File: src/rtl/switch_allocator_if.sv
// Handshake bundle between the router datapath and the switch allocator.
//
// Handshake: an input's flit is offered while req[i]=1 and it is consumed in
// exactly the cycles where grant[i]=1; the source must hold flit_id/dest
// stable until that grant. Downstream output o accepts a flit in any cycle
// where out_ready[o]=1. A grant is only ever issued when the owning input
// requests, the locked output is ready and the destination matches.
interface switch_allocator_if;
  logic [4:0]  req;
  logic [14:0] flit_id;
  logic [14:0] dest;
  logic [4:0]  out_ready;
  logic [4:0]  grant;
  logic [14:0] sel;
  logic [4:0]  sel_valid;
  logic [4:0]  timeout;
  // Debug view of the per-output round-robin pointers, [3o+2:3o] for output o.
  logic [14:0] ptr;

  modport master (
    output req,
    output flit_id,
    output dest,
    output out_ready,
    input  grant,
    input  sel,
    input  sel_valid,
    input  timeout,
    input  ptr
  );

  modport slave (
    input  req,
    input  flit_id,
    input  dest,
    input  out_ready,
    output grant,
    output sel,
    output sel_valid,
    output timeout,
    output ptr
  );
endinterface

File: src/rtl/switch_allocator.sv
// Output-port allocator for a 5-port wormhole router.
// Each output has its own round-robin arbiter and lock FSM; the winning input
// holds the output from its header to its tail. A per-output watchdog frees an
// output whose owner stops sending for TIMEOUT consecutive cycles.
module switch_allocator #(
  parameter int NPORT   = 5,
  parameter int TIMEOUT = 64,
  parameter int CW      = 12
) (
  input logic               clk,
  input logic               rst,
  switch_allocator_if.slave bus
);

  typedef enum logic {
    IDLE   = 1'b0,
    LOCKED = 1'b1
  } state_t;

  // Registered per-output state.
  state_t          state   [NPORT];
  logic [2:0]      owner   [NPORT];
  logic [2:0]      ptr_q   [NPORT];
  logic [CW-1:0]   cnt     [NPORT];
  logic [NPORT-1:0] timeout_q;

  // Per-input decoded views of the flat input buses.
  logic [2:0]       dest_of  [NPORT];
  logic [NPORT-1:0] hdr_bit;
  logic [NPORT-1:0] tail_bit;
  logic             unused_id_bits;

  // Per-output combinational decisions.
  logic [NPORT-1:0] cand     [NPORT];
  logic [NPORT-1:0] win_valid;
  logic [2:0]       winner   [NPORT];
  logic [NPORT-1:0] out_grant;
  logic [NPORT-1:0] tail_grant;
  logic [2:0]       next_ptr [NPORT];
  logic [NPORT-1:0] grant_c;

  // Split the flat buses into per-input fields; bit1 of the id (body marker)
  // carries no decision of its own.
  always_comb begin
    unused_id_bits = 1'b0;
    for (int i = 0; i < NPORT; i++) begin
      dest_of[i]     = bus.dest[3*i +: 3];
      hdr_bit[i]     = bus.flit_id[3*i];
      tail_bit[i]    = bus.flit_id[3*i+2];
      unused_id_bits = unused_id_bits ^ bus.flit_id[3*i+1];
    end
  end

  // Candidates for an idle output: requesting header/single flits aimed at it.
  // Destinations 5..7 never match any output and are therefore never served.
  always_comb begin
    for (int o = 0; o < NPORT; o++) begin
      for (int i = 0; i < NPORT; i++) begin
        cand[o][i] = bus.req[i] & hdr_bit[i] & (dest_of[i] == 3'(o));
      end
    end
  end

  // Round-robin pick: scan from ptr[o] upward modulo NPORT, first candidate wins.
  always_comb begin
    int idx;
    idx       = 0;
    win_valid = '0;
    for (int o = 0; o < NPORT; o++) begin
      winner[o] = '0;
      for (int k = 0; k < NPORT; k++) begin
        idx = int'(ptr_q[o]) + k;
        if (idx >= NPORT) idx = idx - NPORT;
        if (!win_valid[o] && cand[o][idx]) begin
          win_valid[o] = 1'b1;
          winner[o]    = 3'(idx);
        end
      end
    end
  end

  // Locked-output grant: owner requests, downstream ready, dest still matches.
  // Reset suppresses every grant.
  always_comb begin
    for (int o = 0; o < NPORT; o++) begin
      out_grant[o]  = !rst && (state[o] == LOCKED) && bus.req[owner[o]] &&
                      bus.out_ready[o] && (dest_of[owner[o]] == 3'(o));
      tail_grant[o] = out_grant[o] && tail_bit[owner[o]];
      next_ptr[o]   = (owner[o] == 3'(NPORT-1)) ? 3'd0 : owner[o] + 3'd1;
    end
  end

  // Fold per-output grants onto the owning inputs.
  always_comb begin
    grant_c = '0;
    for (int o = 0; o < NPORT; o++) begin
      if (out_grant[o]) grant_c[owner[o]] = 1'b1;
    end
  end

  // Per-output lock FSM with round-robin pointer and watchdog.
  always_ff @(posedge clk) begin
    if (rst) begin
      for (int o = 0; o < NPORT; o++) begin
        state[o] <= IDLE;
        owner[o] <= '0;
        ptr_q[o] <= '0;
        cnt[o]   <= '0;
      end
      timeout_q <= '0;
    end else begin
      timeout_q <= '0;
      for (int o = 0; o < NPORT; o++) begin
        case (state[o])
          IDLE: begin
            if (win_valid[o]) begin
              state[o] <= LOCKED;
              owner[o] <= winner[o];
              cnt[o]   <= '0;
            end
          end
          LOCKED: begin
            if (tail_grant[o]) begin
              state[o] <= IDLE;
              ptr_q[o] <= next_ptr[o];
              cnt[o]   <= '0;
            end else if (out_grant[o]) begin
              cnt[o] <= '0;
            end else if ((TIMEOUT != 0) && (cnt[o] == CW'(TIMEOUT - 1))) begin
              state[o]     <= IDLE;
              ptr_q[o]     <= next_ptr[o];
              cnt[o]       <= '0;
              timeout_q[o] <= 1'b1;
            end else begin
              cnt[o] <= cnt[o] + CW'(1);
            end
          end
          default: state[o] <= IDLE;
        endcase
      end
    end
  end

  // Registered outputs are straight views of the lock state.
  always_comb begin
    bus.sel       = '0;
    bus.sel_valid = '0;
    bus.ptr       = '0;
    for (int o = 0; o < NPORT; o++) begin
      bus.sel[3*o +: 3] = owner[o];
      bus.sel_valid[o]  = (state[o] == LOCKED);
      bus.ptr[3*o +: 3] = ptr_q[o];
    end
  end

  assign bus.grant   = grant_c;
  assign bus.timeout = timeout_q;

endmodule

File: src/flat_wrapper.sv
// flat-port wrapper written by rule: the top's interface ports become plain ports
module switch_allocator_flat 
#(
  parameter int NPORT   = 5,
  parameter int TIMEOUT = 64,
  parameter int CW      = 12
)
  (clk, rst, bus_req, bus_flit_id, bus_dest, bus_out_ready, bus_grant, bus_sel, bus_sel_valid, bus_timeout, bus_ptr);
  switch_allocator_if bus_i ();
  input logic clk;
  input logic rst;
  input wire logic [$bits(bus_i.req)-1:0] bus_req;
  input wire logic [$bits(bus_i.flit_id)-1:0] bus_flit_id;
  input wire logic [$bits(bus_i.dest)-1:0] bus_dest;
  input wire logic [$bits(bus_i.out_ready)-1:0] bus_out_ready;
  output wire logic [$bits(bus_i.grant)-1:0] bus_grant;
  output wire logic [$bits(bus_i.sel)-1:0] bus_sel;
  output wire logic [$bits(bus_i.sel_valid)-1:0] bus_sel_valid;
  output wire logic [$bits(bus_i.timeout)-1:0] bus_timeout;
  output wire logic [$bits(bus_i.ptr)-1:0] bus_ptr;
  assign bus_i.req = bus_req;
  assign bus_i.flit_id = bus_flit_id;
  assign bus_i.dest = bus_dest;
  assign bus_i.out_ready = bus_out_ready;
  assign bus_grant = bus_i.grant;
  assign bus_sel = bus_i.sel;
  assign bus_sel_valid = bus_i.sel_valid;
  assign bus_timeout = bus_i.timeout;
  assign bus_ptr = bus_i.ptr;
  switch_allocator #(.NPORT(NPORT), .TIMEOUT(TIMEOUT), .CW(CW)) u_core (.clk(clk), .rst(rst), .bus(bus_i));
endmodule
File: config.mk
export PLATFORM = sky130hd
export DESIGN_NAME = switch_allocator_flat
export DESIGN_NICKNAME = d
export VERILOG_FILES = /design/src/rtl/switch_allocator_if.sv /design/src/rtl/switch_allocator.sv /design/src/flat_wrapper.sv
export SDC_FILE = /design/constraint.sdc
export NUM_CORES = 1
export LEC_CHECK = 0
export BUFFER_PORTS_ARGS = -buffer_cell sky130_fd_sc_hd__buf_2
export CELL_PAD_IN_SITES_DETAIL_PLACEMENT = 1
export CELL_PAD_IN_SITES_GLOBAL_PLACEMENT = 1
export CORE_MARGIN = 4
export CORE_UTILIZATION = 25
export CTS_CLUSTER_SIZE = 20
export DETAILED_ROUTE_END_ITERATION = 10
export GPL_ROUTABILITY_DRIVEN = 1
export HOLD_SLACK_MARGIN = 0.1
export PLACE_DENSITY_LB_ADDON = 0.1
export SLEW_MARGIN = 0
export SYNTH_ARGS = -nofsm -noshare
export SYNTH_HDL_FRONTEND = slang
export SYNTH_SLANG_ARGS = --single-unit
File: constraint.sdc
create_clock -name clk -period 5.55 [get_ports clk]
set_input_delay 1.11 -clock clk [delete_from_list [all_inputs] [get_ports clk]]
set_output_delay 1.11 -clock clk [all_outputs]
set_load 0.005 [all_outputs]
; ---- Word-level counts from Yosys, hierarchy flattened
; Memory sizes are Yosys's and may differ from the RTL's.
; Index checks and enable logic that the tools add are counted.
[totals]
ff_bits = 5
latch_bits = 0
ram_bits = 95
mem_bits_ro = 0
input_bits = 42
out_inout_bits = 45
n_memories = 4
[mem_list]
columns = name, depth, word_bits, read_ports, rd_clocked_by_memory_dff, wr, line
row1 = u_core.cnt, 5, 12, 5, 0, 5, switch_allocator.sv:24  ; logic [CW-1:0] cnt [NPORT];
row2 = u_core.owner, 5, 3, 5, 0, 5, switch_allocator.sv:22  ; logic [2:0] owner [NPORT];
row3 = u_core.ptr_q, 5, 3, 5, 0, 5, switch_allocator.sv:23  ; logic [2:0] ptr_q [NPORT];
row4 = u_core.state, 5, 1, 5, 0, 5, switch_allocator.sv:21  ; state_t state [NPORT];
[op_classes]
add_sub_neg = 55
mul = 0
div = 0
magnitude_cmp = 65
eq_ne = 34
shifts = 0
n_mux = 387
bitwise_logic = 94
n_reduce_logical = 77
[ops]
columns = op, count
row1 = $lt A32 B5 Y1 const B, 25
row2 = $mux W32, 25
row3 = $ge A32 B4 Y1 const B, 20
row4 = $sub A32 B4 Y32 const B, 20
row5 = $mux W12, 25
row6 = $mux W1, 232
row7 = $mux W3, 55
row8 = $bmux W1 S3, 35
row9 = $add A12 B1 Y12 const B, 5
row10 = $eq A12 B6 Y1 const B, 5
row11 = $or A1 B1 Y1, 55
row12 = $logic_and A1 B1 Y1, 50
row13 = $bmux W3 S3, 5
row14 = $add A3 B2 Y4 const B, 10
row15 = $eq A3 B2 Y1 const B, 12
row16 = $eq A3 B3 Y1 const B, 11
row17 = $and A1 B1 Y1, 30
row18 = $mux W5, 5
row19 = $logic_not A1 Y1, 21
row20 = $add A3 B1 Y4 const B, 5
row21 = $add A3 B3 Y4 const B, 5
row22 = $ge A4 B4 Y1 const B, 5
row23 = $lt A3 B4 Y1 const B, 5
row24 = $not A3 Y4, 5
row25 = 8 further kinds, 41

; ---- Logic depth before layout (Yosys ltp)
; An unclocked memory read counts as a cell.
[logic_depth]
depth_word = 28
depth_mapped = 16

; ---- Worst setup path before layout
; Ideal clock, no wire load.
[synth_timing]
path_type = register to register
start = mem u_core.ptr_q[0][0]
end = mem u_core.cnt[0][0], enable pin
arrival_time_ns = 3.650
t_required_ns = 5.217
slack_ns = 1.567
stages_incl_launch_ff = 14
period_less_slack_ns = 3.983
cell_sequence = edfxtp_1 > buf_4 > clkinv_1 > ha_1 > inv_1 > fa_1 > a21oi_1 > mux2i_1 > mux2i_1 > a22o_1 > or4b_2 > o21ai_1 > nor2b_1 > nand2b_1
[synth_rtl]
columns = element, line
row1 = from (decl), switch_allocator.sv:23
row2 = to (decl), switch_allocator.sv:24

==> results.tsv <==
metric	value	unit
vias in the first global route	10095	
Fin. Hold Viols	0	
number of synthesized flops with an enable pin	94	
RSZ-0062 raised after global routing	no	
Nets	1422	
Hold Path Class	flop to flop	
Die W	214	um
Pleak	4.56	nW
Placement Rows	75	
IO Pins	87	
FF+latch count, synth	100	
pin count of the biggest net entering global routing	26	
Sink Count	100	
final worst slack	0.916	ns
fill cell count	4988	
commonest non-fill, non-tap cell in the layout	nor2_1	
DR vias/cell	5.16	
Mapped Area	10600	um^2
fin util	28.2	%
Vias	9614	
ys async rst share	0	%
met1 wire length	18100	um
worst skew pair latency	0.36	ns
synth warn	0	
cts-stage hold buffer count	0	
GRT overflow	0	
drt pass-1 iters	4	
initial DRC count	423	
Tot GR Track Use	16.8	%
first-pass GRT wire length	60000	um
CTS tree	yes	
achievable frequency	216	MHz
CP Class	flop to flop	
final hold slack	0.539	ns
met3 wire length	873	um
crit end category	flop	
Setup Buffers After CTS	0	
Synth Net Count	1368	
post_cts resized	0	
dpl ws	0.896	ns
highest-count cells in the layout ignoring fill and taps	nor2_1, edfxtp_1, nand2_1	
Setup Skew	0.00974	ns
Max Buffers Root-to-Sink	2	
Post-Synthesis Cells	1263	
synthesis-to-layout area growth	11.7	%
Core ar.	41900	um^2
post-synthesis cell type count	87	
IO buf count	81	
post-route cell area	11800	um^2
non-filler instance count after layout	1862	
Die Area	45700	um^2
relative slew slack	40.7	%
routability cong.	0.802	
placed cell areas	11500	um^2
status	finished clean	
Clock Pin Slew Worst Setup and Hold Paths	0.07	ns
Post-Place Cells	1845	
pwr dens	197	nW/um^2
setup TNS	0	ns
share of layout cells above drive strength 1	12.9	%
DR DRC count	0	
final-report max-slew violation count	0	
CP Launch Type	flop	
CTS buffer count	9	
Root Driver	clkbuf_16	
Final setup viols	0	
Starting Density	25.3	%
routed length per instance	20.6	um
top routing layer used	met4	
Die Ht	214	um
Peak VDD IR	144	uV
Avg Cell Area, Syn	8.38	um^2
H-tree depth reported by CTS	3	
metal2 WL	18800	um
HPWL after DPL	29900	um
max capacitance violation total	0	
Routed WL	38300	um
Synth Flop Type	edfxtp_1	
period utilization	83.5	%
Req. time, crit path	5.62	ns
sequential area share after synthesis	27.8	%
CP Max Fanout	13	
initial antenna violation count	0	
post-route ant nets	0	
Slew @ Worst Pin	0.882	ns
total power	2.33	mW
CP Data Arrival Time	4.71	ns
min Tclk post-route	4.63	ns
cell families after synthesis:
kind of cell    Yosys count  share of synthesized area [%]
buf+inv                 122                           4.92
simple gates            564                           27.9
flops                   100                           27.8
xor+xnor                 74                           6.20
fa+ha+maj                63                           7.81
compound gates          257                           16.4
mux                      83                           9.02
worst max-delay path, cell delays in order (launching register included):
cell	delay, ns
edfxtp_1	0.72
clkinv_1	0.19
ha_1	0.28
ha_1	0.37
a21boi_1	0.49
mux4_2	0.39
a22oi_1	0.37
and4b_1	0.30
a41oi_1	0.22
o21bai_1	0.39
and4b_1	0.28
buf_4	0.23
a21oi_1	0.10
layout make-up:
cell class	instances	area [um^2]	share of cell area, %
sequential	100	2940	24.9
inverter	66	248	2.10
timing repair buffer	99	541	4.57
antenna	1	2.50	0.0212
clock inverter	5	60.1	0.508
multi-input combinational	1041	7120	60.2
clock buffer	11	233	1.97
tap	539	674	5.71
registers in the layout (all words and copies together) (netlist names):
| name | cells |
|---|---|
| u_core.cnt | 60 |
| u_core.owner | 15 |
| u_core.ptr_q | 15 |
| u_core.bus.timeout | 5 |
| u_core.state | 5 |
metal layers:
| layer | GRT usage (%) | vias to the layer above |
|---|---|---|
| met5 | 0 | - |
| met4 | 3.02 | 0 |
| met3 | 2.12 | 29 |
| met2 | 29.8 | 104 |
| met1 | 22.2 | 4739 |
| li1 | - | 4742 |
worst paths after layout:
path,startpoint,endpoint,slack (ns),cells after the start
hold reg to reg,u_core.state[4],u_core.state[4],0.54,2
setup reg to reg,u_core.ptr_q[3][0],u_core.state[0],0.92,12
setup / recovery,u_core.ptr_q[3][0],u_core.state[0],0.92,12
hold / removal,u_core.state[4],u_core.state[4],0.54,2
where the power goes:
group	total, mW	internal [mW]	switching [mW]
clock	0.651	0.353	0.298
combinational	0.613	0.241	0.372
sequential	1.07	0.935	0.132
synth_stat cells, drive strengths merged, types with 8 or more instances:
cell type    n  area, um^2
nor2       159         602
edfxtp      94        2820
nand2       82         308
a21oi       73         399
inv         62         233
nand3       60         300
mux2i       59         591
ha          58         726
o21ai       47         235
and3        41         257
xnor2       41         367
clkbuf      39         150
nor3        36         191
xor2        33         289
nand2b      29         181
nor2b       27         169
nor4        23         150
buf         17         123
and2        16         100
mux2        16         184
a31oi       15        93.8
nand3b      15         113
nand4       14        87.6
o22ai       12        75.1
a211oi      11        82.6
and3b       11        96.3
or3         11        68.8
a32oi       10        87.6
or2          9        56.3
mux4         8         180
o211ai       8        60.1
o21a         8        60.1
o31ai        8        78.8
No activity file was read; power rests on OpenSTA's default activity.
